[src/rtl/biriscv_csr_wb.sv]
// CSR E2 stage and writeback request: carries the E1 CSR result one stage, merges late LSU
// faults / interrupts, and raises flush. BIRISCV_CSR_WB_PERF_EN builds the retired counter.
module biriscv_csr_wb #(
    parameter int EXCEPTION_W       = 6,
    parameter int SUPPORT_LSU_FAULT = 1
) (
    input  logic                   clk,
    input  logic                   rst,
    input  logic                   e1_valid_i,
    input  logic [31:0]            e1_pc_i,
    input  logic [31:0]            e1_opcode_i,
    input  logic                   csr_result_e1_write_i,
    input  logic [31:0]            csr_result_e1_wdata_i,
    input  logic [31:0]            csr_result_e1_value_i,
    input  logic [EXCEPTION_W-1:0] csr_result_e1_exception_i,
    input  logic                   stall_i,
    input  logic                   squash_e1_i,
    input  logic [EXCEPTION_W-1:0] lsu_exception_i,
    input  logic [31:0]            lsu_addr_i,
    input  logic                   take_interrupt_i,
    output logic                   csr_writeback_write_o,
    output logic [11:0]            csr_writeback_waddr_o,
    output logic [31:0]            csr_writeback_wdata_o,
    output logic [EXCEPTION_W-1:0] csr_writeback_exception_o,
    output logic [31:0]            csr_writeback_exception_pc_o,
    output logic [31:0]            csr_writeback_exception_addr_o,
    output logic                   flush_o,
    output logic [31:0]            perf_retired_o
);

    localparam logic [EXCEPTION_W-1:0] EXC_NONE      = '0;
    localparam logic [EXCEPTION_W-1:0] EXC_ILLEGAL   = EXCEPTION_W'(6'h12);
    localparam logic [EXCEPTION_W-1:0] EXC_INTERRUPT = EXCEPTION_W'(6'h20);

    // Only the CSR address field of the opcode is carried forward.
    logic [19:0] unused_opcode;
    assign unused_opcode = e1_opcode_i[19:0];

    // E2 stage
    logic                   e2_valid_q;
    logic [31:0]            e2_pc_q;
    logic [11:0]            e2_addr_q;
    logic                   e2_write_q;
    logic [31:0]            e2_wdata_q;
    logic [31:0]            e2_value_q;
    logic [EXCEPTION_W-1:0] e2_exc_q;

    // WB stage
    logic                   wb_valid_q;
    logic [31:0]            wb_pc_q;
    logic [11:0]            wb_addr_q;
    logic                   wb_write_q;
    logic [31:0]            wb_wdata_q;
    logic [EXCEPTION_W-1:0] wb_exc_q;
    logic [31:0]            wb_tval_q;

    logic                   flush;
    logic                   wb_load;
    logic [EXCEPTION_W-1:0] merge_exc;
    logic [31:0]            merge_tval;

    // Advance semantics: stall_i=0 moves E1->E2 and E2->WB in the same cycle; there is no
    // per-stage ready. A flush from WB kills both the E2 occupant and the E1 instruction.
    assign flush   = (wb_exc_q != EXC_NONE);
    assign wb_load = ~stall_i & e2_valid_q & ~flush;

    always_comb begin
        merge_exc  = EXC_NONE;
        merge_tval = '0;
        if (e2_exc_q != EXC_NONE) begin
            merge_exc = e2_exc_q;
            if (e2_exc_q == EXC_ILLEGAL)
                merge_tval = e2_value_q;
        end else if ((SUPPORT_LSU_FAULT != 0) && (lsu_exception_i != EXC_NONE)) begin
            merge_exc  = lsu_exception_i;
            merge_tval = lsu_addr_i;
        end else if (take_interrupt_i) begin
            merge_exc = EXC_INTERRUPT;
        end
    end

    always_ff @(posedge clk) begin
        if (rst) begin
            e2_valid_q <= 1'b0;
            e2_pc_q    <= '0;
            e2_addr_q  <= '0;
            e2_write_q <= 1'b0;
            e2_wdata_q <= '0;
            e2_value_q <= '0;
            e2_exc_q   <= '0;
        end else if (!stall_i) begin
            e2_valid_q <= e1_valid_i & ~squash_e1_i & ~flush;
            e2_pc_q    <= e1_pc_i;
            e2_addr_q  <= e1_opcode_i[31:20];
            e2_write_q <= csr_result_e1_write_i;
            e2_wdata_q <= csr_result_e1_wdata_i;
            e2_value_q <= csr_result_e1_value_i;
            e2_exc_q   <= csr_result_e1_exception_i;
        end else if (flush) begin
            e2_valid_q <= 1'b0;
        end
    end

    // WB is a single-cycle slot: anything not loaded this cycle becomes an all-zero bubble.
    always_ff @(posedge clk) begin
        if (rst || !wb_load) begin
            wb_valid_q <= 1'b0;
            wb_pc_q    <= '0;
            wb_addr_q  <= '0;
            wb_write_q <= 1'b0;
            wb_wdata_q <= '0;
            wb_exc_q   <= '0;
            wb_tval_q  <= '0;
        end else begin
            wb_valid_q <= 1'b1;
            wb_pc_q    <= e2_pc_q;
            wb_addr_q  <= e2_addr_q;
            wb_write_q <= e2_write_q;
            wb_wdata_q <= e2_wdata_q;
            wb_exc_q   <= merge_exc;
            wb_tval_q  <= merge_tval;
        end
    end

    assign csr_writeback_write_o          = wb_valid_q & wb_write_q & (wb_exc_q == EXC_NONE);
    assign csr_writeback_waddr_o          = wb_addr_q;
    assign csr_writeback_wdata_o          = wb_wdata_q;
    assign csr_writeback_exception_o      = wb_exc_q;
    assign csr_writeback_exception_pc_o   = flush ? wb_pc_q : 32'd0;
    assign csr_writeback_exception_addr_o = wb_tval_q;
    assign flush_o                        = flush;

`ifdef BIRISCV_CSR_WB_PERF_EN
    localparam logic [EXCEPTION_W-1:0] EXC_FENCE = EXCEPTION_W'(6'h34);

    logic [31:0] perf_retired_q;

    always_ff @(posedge clk) begin
        if (rst)
            perf_retired_q <= '0;
        else if (wb_valid_q && (wb_exc_q == EXC_NONE || wb_exc_q == EXC_FENCE))
            perf_retired_q <= perf_retired_q + 32'd1;
    end

    assign perf_retired_o = perf_retired_q;
`else
    assign perf_retired_o = '0;
`endif

endmodule

[config.mk]
export PLATFORM = sky130hd
export DESIGN_NAME = biriscv_csr_wb
export DESIGN_NICKNAME = d
export VERILOG_FILES = /design/src/rtl/biriscv_csr_wb.sv
export SDC_FILE = /design/constraint.sdc
export NUM_CORES = 1
export LEC_CHECK = 0
export ABC_AREA = 1
export CORE_UTILIZATION = 45
export CTS_BUF_LIST = sky130_fd_sc_hd__clkbuf_2
export CTS_CLUSTER_DIAMETER = 60
export CTS_CLUSTER_SIZE = 16
export DETAILED_ROUTE_END_ITERATION = 8
export PLACE_DENSITY_LB_ADDON = 0.15
export SYNTH_ARGS = -nofsm -noshare
export SYNTH_HDL_FRONTEND = slang
export SYNTH_SLANG_ARGS = --single-unit
[constraint.sdc]
create_clock -name clk -period 1.4 [get_ports clk]
set_input_delay 0.28 -clock clk [delete_from_list [all_inputs] [get_ports clk]]
set_output_delay 0.28 -clock clk [all_outputs]
set_load 0.1 [all_outputs]
==> flow_summary.rst, run 1 <==
.. list-table::
   :header-rows: 1

   * - Metric
     - Value
   * - Status
     - finished, violations left
   * - Sink Count
     - 232
   * - Clock-pin slew on the worst setup and hold paths
     - 0.31 ns
   * - Overall die width
     - 137 um
   * - Fraction of synthesis flops using an asynchronous set or reset pin
     - 0%
   * - Routed WL per cell
     - 17.6 um
   * - Clock tree from TritonCTS
     - built
   * - Final period util
     - 169%
   * - Fraction of the yosys area taken by sequential cells
     - 57.0%
   * - Mux contribution to synthesized area
     - 0%
   * - Clock root buffer
     - clkbuf_2
   * - Peak clock frequency supported by timing
     - 422 MHz
   * - Total overflow reported by the global router
     - 0
   * - Power per standard cell area
     - 838 nW/um2
   * - Standard-cell rows
     - 48
   * - Die height
     - 137 um
   * - Cell leakage power
     - 5.51 nW
   * - Total Routed Length
     - 27,400 um
   * - Total of endpoints with negative setup slack in the final report
     - 232
   * - Most repeated cell in the gate-level netlist after synthesis
     - dfxtp_1
   * - Metal-1 WL
     - 10,200 um
   * - Pin count of the biggest net entering global routing
     - 117
   * - Hold crit path type
     - in2reg
   * - Critical Path Sink Type
     - primary output
   * - Portion of synthesized cell area occupied by the leading cell type
     - 57.0%
   * - Slew of the pin with the lowest slew margin
     - 0.595 ns
   * - IO buf count
     - 274
   * - Area contributors post-synth
     - dfxtp_1 57%, a211oi_1 7.7%, nand2_1 6.5%
   * - Routability congestion estimate from global placement
     - 0.770
   * - CORE AREA
     - 17,500 um2
   * - Mapped Area
     - 8140 um2
   * - Largest fanout on the critical path
     - 35
   * - Total global-route track usage
     - 27.6%
   * - Primary flip-flop cell chosen by synthesis mapping
     - dfxtp_1
   * - Post-synthesis share of cell area spent on xor and xnor gates
     - 0%
   * - Placed Cells incl. Taps
     - 1,412
   * - Net count reported at finish
     - 1,504
   * - Count of endpoints failing hold in the final timing report
     - 0
   * - Combinational family with the most area after synthesis
     - simple AND/OR/NAND/NOR gates
   * - Gate Count Post-Synth
     - 949
   * - Synth warnings
     - 0
   * - Top layer used by detailed routing
     - met4
   * - Unique masters post-synth
     - 22
   * - Final worst slack
     - -0.968 ns
   * - Number of I/O pins
     - 327
   * - Simple logic cell fraction of the synthesized area
     - 18.6%
   * - # Max-Cap Violations
     - 0
   * - Post-synthesis adder-cell area fraction
     - 0%
   * - TritonCTS Buffers
     - 18
   * - Drt first-iter violations
     - 385
   * - FF+latch count, synth
     - 232
   * - Antenna violations before repair
     - 3
   * - Final Max Slew Viols
     - 0
   * - Number of nets still failing antenna checks after routing
     - 0
   * - Average instance area after synthesis
     - 8.58 um2
   * - Area added between synthesis and finish
     - 80.8%
   * - Maximum count of clock buffers along a single path
     - 3
   * - Proportion of layout cells with a drive suffix above 1
     - 35.7%
   * - Via count of the first global-routing pass
     - 7,832
   * - Initial cell density of the core
     - 46.6%
   * - Total power after layout
     - 12.3 mW
   * - Routed via count divided by cell count
     - 4.97
   * - Worst voltage drop across the vdd grid
     - 0.840 mV
   * - Half-perimeter wire length after detailed placement
     - 14,400 um
   * - Final Non-Filler Cells
     - 1,556
   * - Met3 layer wire length in the routed design
     - 1660 um
   * - Drt drc
     - 0
   * - Synth top cells by count
     - 232 x dfxtp_1, 140 x nand2_1, 128 x nor2_1
   * - Worst hold-check slack
     - 0.0553 ns
   * - Routed wl met2
     - 14,400 um
   * - Crit path kind
     - reg2out
   * - RSZ-0062 raised after global routing
     - true
   * - H-Tree Depth
     - 1
   * - Endpoint required time on the critical path
     - 1.12 ns
   * - Floorplan die area
     - 18,600 um2
   * - Violated checks
     - negative setup slack
   * - Number of detailed-route iterations in the first pass
     - 4
   * - Minimum clock period
     - 2.37 ns
   * - Worst Path Arrival
     - 2.09 ns
   * - Global-route wire length before repair
     - 40,000 um
   * - Worst clock skew
     - 0.103 ns
   * - Cell taking the most area after synthesis
     - dfxtp_1
   * - Total via count after detailed routing
     - 7,737
   * - Worst Setup Start Kind
     - flop
   * - Compound-cell area share of the yosys netlist
     - 12.1%
   * - Worst-Skew Late Latency
     - 0.81 ns
   * - Slew headroom
     - 60.3%
   * - Number of enable flip-flop cells after synthesis
     - 0
-- where the power goes --
| group | leakage (nW) | internal, mW | switching, mW | total, mW |
|---|---|---|---|---|
| Sequential | 1.94 | 6.87 | 0.100 | 6.97 |
| Clock | 0.125 | 0.931 | 2.05 | 2.98 |
| Combinational | 3.44 | 1.00 | 1.39 | 2.39 |
| Total | 5.51 | 8.80 | 3.54 | 12.3 |
-- area by class of cell --
cell class	instances	area, um2
clock buffers	20	100
repair buffers	419	5730
fillers	912	2750
inverters	119	567
flip-flops and latches	232	4760
clock inverters	3	90.1
multi-input cells	535	3190
diodes	3	7.51
well taps	225	282
-- worst paths after layout --
path,cells after the start,from,slack [ns],end
worst min-delay path,3,csr_result_e1_value_i[17],0.06,e2_value_q[17]
worst min register to register,2,e2_wdata_q[9],0.41,csr_writeback_wdata_o[9]
worst max-delay path,6,csr_writeback_exception_o[3],-0.97,csr_writeback_exception_pc_o[19]
worst max register to register,11,csr_writeback_exception_o[3],-0.60,csr_writeback_exception_addr_o[13]
-- through the flow --
stage / area, um2 / util, % / worst slack, ns / setup TNS, ns
after global routing: 14700 / 84.3 / -1.07 / -123.30
after global placement: 12400 / 71.2 / -0.125 / -4.51
after detailed placement: 12400 / 71.2 / -0.219 / -7.28
after floorplan: 8490 / - / -0.332 / -9.51
after CTS: 14300 / 81.5 / -1.04 / -101.86
final: 14700 / 84.3 / -0.968 / -106.27
-- placed cells by master, fill, tap and decap left out --
cell and n:
clkdlybuf4s50_1 156, dlygate4sd3_1 82, nand3_1 33, diode_2 3
a21oi_1 32, o21ai_0 2, dfxtp_2 76, a211oi_1 83
clkbuf_2 20, buf_6 14, conb_1 32, buf_4 17
nand2_1 108, dfxtp_1 150, inv_2 2, clkinvlp_4 32
dfxtp_4 6, nor2_1 89, nand2_2 32, buf_12 133
a21oi_4 4, nor3_4 2, inv_1 85, nand3_4 3
nor2_4 43, nand4_1 1, clkbuf_16 7, buf_16 6
a21oi_2 34, bufinv_16 3, nor3_1 1, nor2_2 36
buf_8 4
-- metal layers --
metal | vias to the layer above | global-route usage (%)
met5 | - | 0
met4 | 0 | 12.3
met3 | 84 | 5.48
met2 | 311 | 50.0
met1 | 3675 | 31.1
li1 | 3667 | -
-- flip-flops by register name, indices dropped and copies added (netlist names) --
register,count
csr_writeback_exception_addr_o,32
csr_writeback_exception_o,6
csr_writeback_waddr_o,12
csr_writeback_wdata_o,32
e2_addr_q,12
e2_exc_q,6
e2_pc_q,32
e2_valid_q,1
e2_value_q,32
e2_wdata_q,32
e2_write_q,1
wb_pc_q,32
wb_valid_q,1
wb_write_q,1
-- cell families after synthesis --
group	count (synthesis)
buf+inv	214
compound gates	155
simple gates	347
other cells	1
flops	232
-- what timing repair did --
item | 4_1_cts | 5_1_grt
endpoints found under the setup margin | 227 | 232
resized for setup | 151 | 100
gates cloned | 12 | 9
hold endpoints to repair | 115 | 0
hold buffers | 82 | 0
buffers inserted | 13 | 12
pin swaps | 0 | 2
-- worst max-delay path, cell delays in order, from the launching register on --
cell        delay (ns)
dfxtp_4           0.42
nor2_4            0.13
nand3_4           0.09
buf_12            0.19
nand2_2           0.12
clkinvlp_4        0.11
buf_12            0.18
(Power assumes the default switching activity.)
==> run 2: changes to the inputs <==
Settings changed: CORE_AREA set to 2 2 127 129, CORE_UTILIZATION 45 to unset, DIE_AREA set to 0 0 129 131, DONT_BUFFER_PORTS set to 1.
==> flow_summary.rst, run 2 (same netlist as run 1, synthesis figures left out) <==
.. list-table::
   :header-rows: 1

   * - Metric
     - Value
   * - Drt first-iter violations
     - 487
   * - Initial cell density of the core
     - 52.2%
   * - Total power after layout
     - 12.0 mW
   * - Worst Setup Start Kind
     - flop
   * - Sum Neg Setup Slack
     - -87.21 ns
   * - Status
     - finished, violations left
   * - Worst Path Arrival
     - 2.04 ns
   * - Half-perimeter wire length after detailed placement
     - 12,300 um
   * - Overall die width
     - 129 um
   * - Sink Count
     - 232
   * - Clock tree from TritonCTS
     - built
   * - Slew of the pin with the lowest slew margin
     - 0.585 ns
   * - Pin count of the biggest net entering global routing
     - 126
   * - Worst clock skew
     - 0.0645 ns
   * - Total overflow reported by the global router
     - 0
   * - Number of detailed-route iterations in the first pass
     - 5
   * - TritonCTS Buffers
     - 18
   * - Critical path, cell by cell
     - nor2_4 -> nand3_4 -> buf_12 -> nand2_1 -> clkinvlp_4 -> buf_12
   * - Routed via count divided by cell count
     - 5.32
   * - Flop-to-flop setup slack
     - -0.42 ns
   * - H-Tree Depth
     - 1
   * - Hold crit path type
     - in2reg
   * - Global-route wire length before repair
     - 42,900 um
   * - Slew headroom
     - 60.9%
   * - Proportion of layout cells with a drive suffix above 1
     - 31.6%
   * - IO buf count
     - 0
   * - Routed WL per cell
     - 19.7 um
   * - Post-Place Worst Slack
     - -0.0427 ns
   * - Clock root buffer
     - clkbuf_2
   * - Critical-path top delay cell
     - dfxtp_4
   * - Drt drc
     - 0
   * - Number of I/O pins
     - 327
   * - Worst voltage drop across the vdd grid
     - 1.22 mV
   * - Cell leakage power
     - 5.38 nW
   * - Total Routed Length
     - 29,600 um
   * - Net count reported at finish
     - 1,458
   * - Total via count after detailed routing
     - 7,976
   * - Crit path kind
     - reg2out
   * - Final Non-Filler Cells
     - 1,500
   * - Hold Path Cell Cnt
     - 2
   * - Slowest stage delay, CP
     - 0.42 ns
   * - Hold path start
     - rst
   * - Worst reg2reg path depth
     - 9
   * - Placed Cells incl. Taps
     - 1,231
   * - Critical Path Sink Type
     - primary output
   * - RSZ-0062 raised after global routing
     - true
   * - Maximum count of clock buffers along a single path
     - 3
   * - Total of endpoints with negative setup slack in the final report
     - 251
   * - Final period util
     - 166%
   * - Minimum clock period
     - 2.32 ns
   * - Die height
     - 131 um
   * - Final Max Slew Viols
     - 0
   * - Commonest cells after routing, fill and taps aside
     - 230 x dlygate4sd3_1, 150 x dfxtp_1, 123 x buf_12
   * - Violated checks
     - negative setup slack
   * - Worst hold path endpoint
     - e2_value_q[2]
   * - Largest fanout on the critical path
     - 18
   * - Final worst slack
     - -0.917 ns
   * - Endpoint required time on the critical path
     - 1.12 ns
   * - Peak clock frequency supported by timing
     - 432 MHz
   * - Commonest non-fill, non-tap cell in the layout
     - dlygate4sd3_1
   * - Via count of the first global-routing pass
     - 8,205
   * - Clock-pin slew on the worst setup and hold paths
     - 0.33 ns
   * - Count of endpoints failing hold in the final timing report
     - 0
   * - Area added between synthesis and finish
     - 68.9%
   * - Crit path buf inv count
     - 3
   * - Worst r2r src
     - csr_writeback_exception_o[3]
   * - Fin util
     - 88.2%
   * - Standard-cell rows
     - 46
   * - CORE AREA
     - 15,600 um2
   * - Number of nets still failing antenna checks after routing
     - 0
   * - Floorplan die area
     - 16,900 um2
   * - Worst reg2reg endpoint
     - csr_writeback_wdata_o[27]
   * - Total global-route track usage
     - 32.6%
   * - # Max-Cap Violations
     - 0
   * - Routability congestion estimate from global placement
     - 0.802
   * - Power per standard cell area
     - 872 nW/um2
   * - Worst-Skew Late Latency
     - 0.82 ns
   * - Most numerous cell on the critical path
     - buf_12
   * - Antenna violations before repair
     - 1
   * - CP delay by family, top
     - buffers and inverters
==> run 2: worst max path at each step <==
stage,slack (ns),endpoint,cells past startpoint,startpoint
floorplan,-0.33,csr_writeback_exception_pc_o[23],5,csr_writeback_exception_o[3]
global placement,-0.03,csr_writeback_exception_addr_o[3],7,csr_writeback_exception_o[3]
detailed placement,-0.04,csr_writeback_exception_addr_o[3],7,csr_writeback_exception_o[3]
CTS,-0.94,csr_writeback_exception_pc_o[17],6,csr_writeback_exception_o[3]
global route,-0.99,csr_writeback_exception_pc_o[5],6,csr_writeback_exception_o[5]
finish,-0.92,csr_writeback_exception_pc_o[5],6,csr_writeback_exception_o[3]
==> run 2: worst reg2reg max path, stage by stage (launching register included) <==
cell,delay [ns]
dfxtp_4,0.42
nor2_4,0.13
nand3_4,0.11
buf_12,0.18
buf_4,0.15
nor2_4,0.09
nand3_4,0.10
buf_4,0.16
bufbuf_16,0.29
nor2_2,0.12
==> run 2: cell type report <==
class	instances	area [um2]
Inverter	119	567
Multi-Input combinational cell	534	2920
Antenna cell	1	2.50
Sequential cell	232	4760
Fill cell	704	1850
Tap cell	216	270
Clock buffer	22	110
Timing Repair Buffer	374	5060
Clock inverter	2	60.1
==> run 2: per-layer routing <==
metal	GRT usage, %	share of wire [%]
met1	35.4	34
met2	59.0	52
met3	7.04	7.5
met4	18.9	6.4
met5	0	0
==> run 2: report_power, final <==
group / switching, mW / leakage [nW] / internal [mW]
Combinational: 1.27 / 3.32 / 0.855
Sequential: 0.109 / 1.94 / 6.87
Clock: 2.11 / 0.120 / 0.777
Total: 3.49 / 5.38 / 8.50
==> run 2: stage by stage <==
step / instance area, um2 / hold slack [ns]
final: 13700 / 0.0495
after global routing: 13700 / 0.0174
after CTS: 13600 / 0.00682
after detailed placement: 9680 / 0.368
after global placement: 9680 / 0.361
after floorplan: 8490 / 0.414
==> run 2: timing repair <==
item / in CTS / in global routing
resized for setup: 351 / 49
buffers inserted: 7 / 2
hold buffers: 232 / 0
endpoints found under the hold margin: 223 / 0
endpoints found under the setup margin: 232 / 253
gates cloned: 3 / 0
==> run 3: changes to the inputs <==
Settings changed: CTS_BUF_LIST sky130_fd_sc_hd__clkbuf_2 to sky130_fd_sc_hd__clkbuf_4 sky130_fd_sc_hd__clkbuf_8, TNS_END_PERCENT set to 20.
==> flow_summary.rst, run 3 (same netlist as run 1, synthesis figures left out) <==
.. list-table::
   :header-rows: 1

   * - Metric
     - Value
   * - Status
     - finished, violations left
   * - Violated checks
     - negative setup slack
   * - Proportion of layout cells with a drive suffix above 1
     - 22.6%
   * - Crit path kind
     - reg2out
   * - Final period util
     - 142%
   * - Standard-cell rows
     - 46
   * - Worst r2r src
     - e2_exc_q[3]
   * - Register share of total power
     - 57.6%
   * - CORE AREA
     - 15,600 um2
   * - Worst voltage drop across the vdd grid
     - 1.13 mV
   * - Power per standard cell area
     - 992 nW/um2
   * - Routability congestion estimate from global placement
     - 0.797
   * - Worst reg2reg endpoint
     - csr_writeback_exception_addr_o[19]
   * - Launching element of the worst setup path
     - csr_writeback_exception_o[3]
   * - Part of the total power dissipated in combinational logic
     - 14.6%
   * - Routed via count divided by cell count
     - 4.94
   * - Minimum clock period
     - 1.98 ns
   * - Post-Place Worst Slack
     - -0.0504 ns
   * - Worst setup path endpoint
     - csr_writeback_exception_pc_o[30]
   * - Worst clock skew
     - 0.0179 ns
   * - Area added between synthesis and finish
     - 48.6%
   * - Worst Setup Start Kind
     - flop
   * - Via count of the first global-routing pass
     - 6,849
   * - Sum Neg Setup Slack
     - -18.78 ns
   * - Total via count after detailed routing
     - 6,994
   * - Slowest stage delay, CP
     - 0.37 ns
   * - H-Tree Depth
     - 1
   * - Worst hold-check slack
     - 0.0313 ns
   * - Switching share of power
     - 26.9%
   * - Count of endpoints failing hold in the final timing report
     - 0
   * - Number of inserted filler cells in the final layout
     - 1,015
   * - Hold Path Cell Cnt
     - 2
   * - Worst-Skew Late Latency
     - 0.51 ns
   * - Pin count of the biggest net entering global routing
     - 146
   * - Routed WL per cell
     - 16.1 um
   * - Final Max Slew Viols
     - 0
   * - IO buf count
     - 0
   * - Internal portion of total power
     - 8.77 mW
   * - Overall die width
     - 129 um
   * - RSZ-0062 raised after global routing
     - true
   * - Maximum count of clock buffers along a single path
     - 3
   * - Die height
     - 131 um
   * - Cell leakage power
     - 4.81 nW
   * - Total global-route track usage
     - 25.4%
   * - Number of detailed-route iterations in the first pass
     - 5
   * - Initial cell density of the core
     - 52.2%
   * - Commonest cells after routing, fill and taps aside
     - 222 x dfxtp_1, 164 x dlygate4sd3_1, 124 x nor2_1
   * - # Max-Cap Violations
     - 0
   * - Total power after layout
     - 12.0 mW
   * - Worst Path Arrival
     - 1.70 ns
   * - Number of nets still failing antenna checks after routing
     - 0
   * - Clock group share of total power
     - 27.7%
   * - Total of endpoints with negative setup slack in the final report
     - 40
   * - Number of I/O pins
     - 327
   * - Number of buffers inserted to repair setup after CTS
     - 0
   * - Antenna violations before repair
     - 0
   * - Worst reg2reg path depth
     - 6
   * - Peak clock frequency supported by timing
     - 505 MHz
   * - Total Routed Length
     - 22,900 um
   * - Clock root buffer
     - clkbuf_8
   * - Sink Count
     - 232
   * - Critical Path Sink Type
     - primary output
   * - Net Sw Power
     - 3.23 mW
   * - TritonCTS Buffers
     - 18
   * - Final worst slack
     - -0.582 ns
   * - Critical path, cell by cell
     - nor2_4 -> nand3_4 -> clkbuf_16 -> nand2_2 -> clkinvlp_4 -> buf_12
   * - Net count reported at finish
     - 1,377
   * - ANT cells
     - 0
   * - Clock-pin slew on the worst setup and hold paths
     - 0.11 ns
   * - Drt first-iter violations
     - 483
   * - Commonest non-fill, non-tap cell in the layout
     - dfxtp_1
   * - Clock tree from TritonCTS
     - built
   * - Critical-path top delay cell
     - dfxtp_4
   * - Largest fanout on the critical path
     - 17
   * - Hold crit path type
     - in2reg
   * - Floorplan die area
     - 16,900 um2
   * - Half-perimeter wire length after detailed placement
     - 12,200 um
   * - Flop-to-flop setup slack
     - -0.07 ns
   * - Total overflow reported by the global router
     - 0
   * - Drt drc
     - 0
   * - Endpoint required time on the critical path
     - 1.12 ns
   * - Global-route wire length before repair
     - 34,300 um
==> run 3: cell types whose count changed in the layout (fill, tap and decap cells not counted), sizes merged <==
cell and delta:
clkinvlp -3, clkinv +1, inv +4, dlygate4sd3 -66, bufbuf -1, buf -15
bufinv -2, diode -1
==> run 3: stage by stage <==
step,instance area (um2),util [%],instances
global route,12100,77.6,1417
global placement,9600,61.5,1227
floorplan,8470,-,980
finish,12100,77.6,1417
CTS,11900,76.2,1416
detailed placement,9600,61.5,1227
==> run 3: per-layer routing <==
| layer | up-vias | global-route usage (%) | share of wire, % |
|---|---|---|---|
| met4 | 0 | 8.38 | 2.7 |
| li1 | 3394 | - | - |
| met5 | - | 0 | 0 |
| met1 | 3243 | 30.2 | 39 |
| met3 | 61 | 5.70 | 7.3 |
| met2 | 296 | 45.5 | 51 |
==> run 3: what timing repair did <==
action / in CTS / in global routing
endpoints found under the setup margin: 105 / 102
cloned: 0 / 1
hold endpoints to repair: 154 / 0
hold buffers: 166 / 0
resized for setup: 86 / 56
==> run 3: how the worst min path moves through the flow <==
stage / from / endpoint / slack [ns]
after floorplan: lsu_exception_i[0] / csr_writeback_exception_o[0] / 0.41
after global placement: rst / e2_value_q[28] / 0.36
after detailed placement: rst / e2_value_q[29] / 0.36
after CTS: stall_i / e2_pc_q[18] / 0.00005
after global routing: stall_i / e2_pc_q[17] / 0.01
final: stall_i / e2_pc_q[18] / 0.03
==> run 3: critical path: cells and delay by family (launching register included) <==
kind / cells / cell delay [ns]
buffers and inverters: 3 / 0.48
flip-flops: 1 / 0.37
AND/OR/NAND/NOR: 3 / 0.33
==> run 3: layout make-up <==
| class | count | area (um2) | share of cell area, % |
|---|---|---|---|
| clock buffer | 21 | 277 | 2.29 |
| clock inverter | 2 | 12.5 | 0.103 |
| inverter | 119 | 552 | 4.56 |
| multi-input combinational | 534 | 2750 | 22.7 |
| sequential | 232 | 4670 | 38.6 |
| tap | 216 | 270 | 2.23 |
| timing repair buffer | 293 | 3560 | 29.5 |
==> run 3: power groups by stage <==
stage | Combinational [mW] | Clock, mW | Sequential [mW]
2_1_floorplan | 1.10 | 0 | 7.19
3_3_place_gp | 1.17 | 0 | 7.05
3_5_place_dp | 1.20 | 0 | 7.06
4_1_cts | 1.69 | 3.40 | 6.91
5_1_grt | 1.88 | 3.68 | 6.94
6_report | 1.76 | 3.33 | 6.92
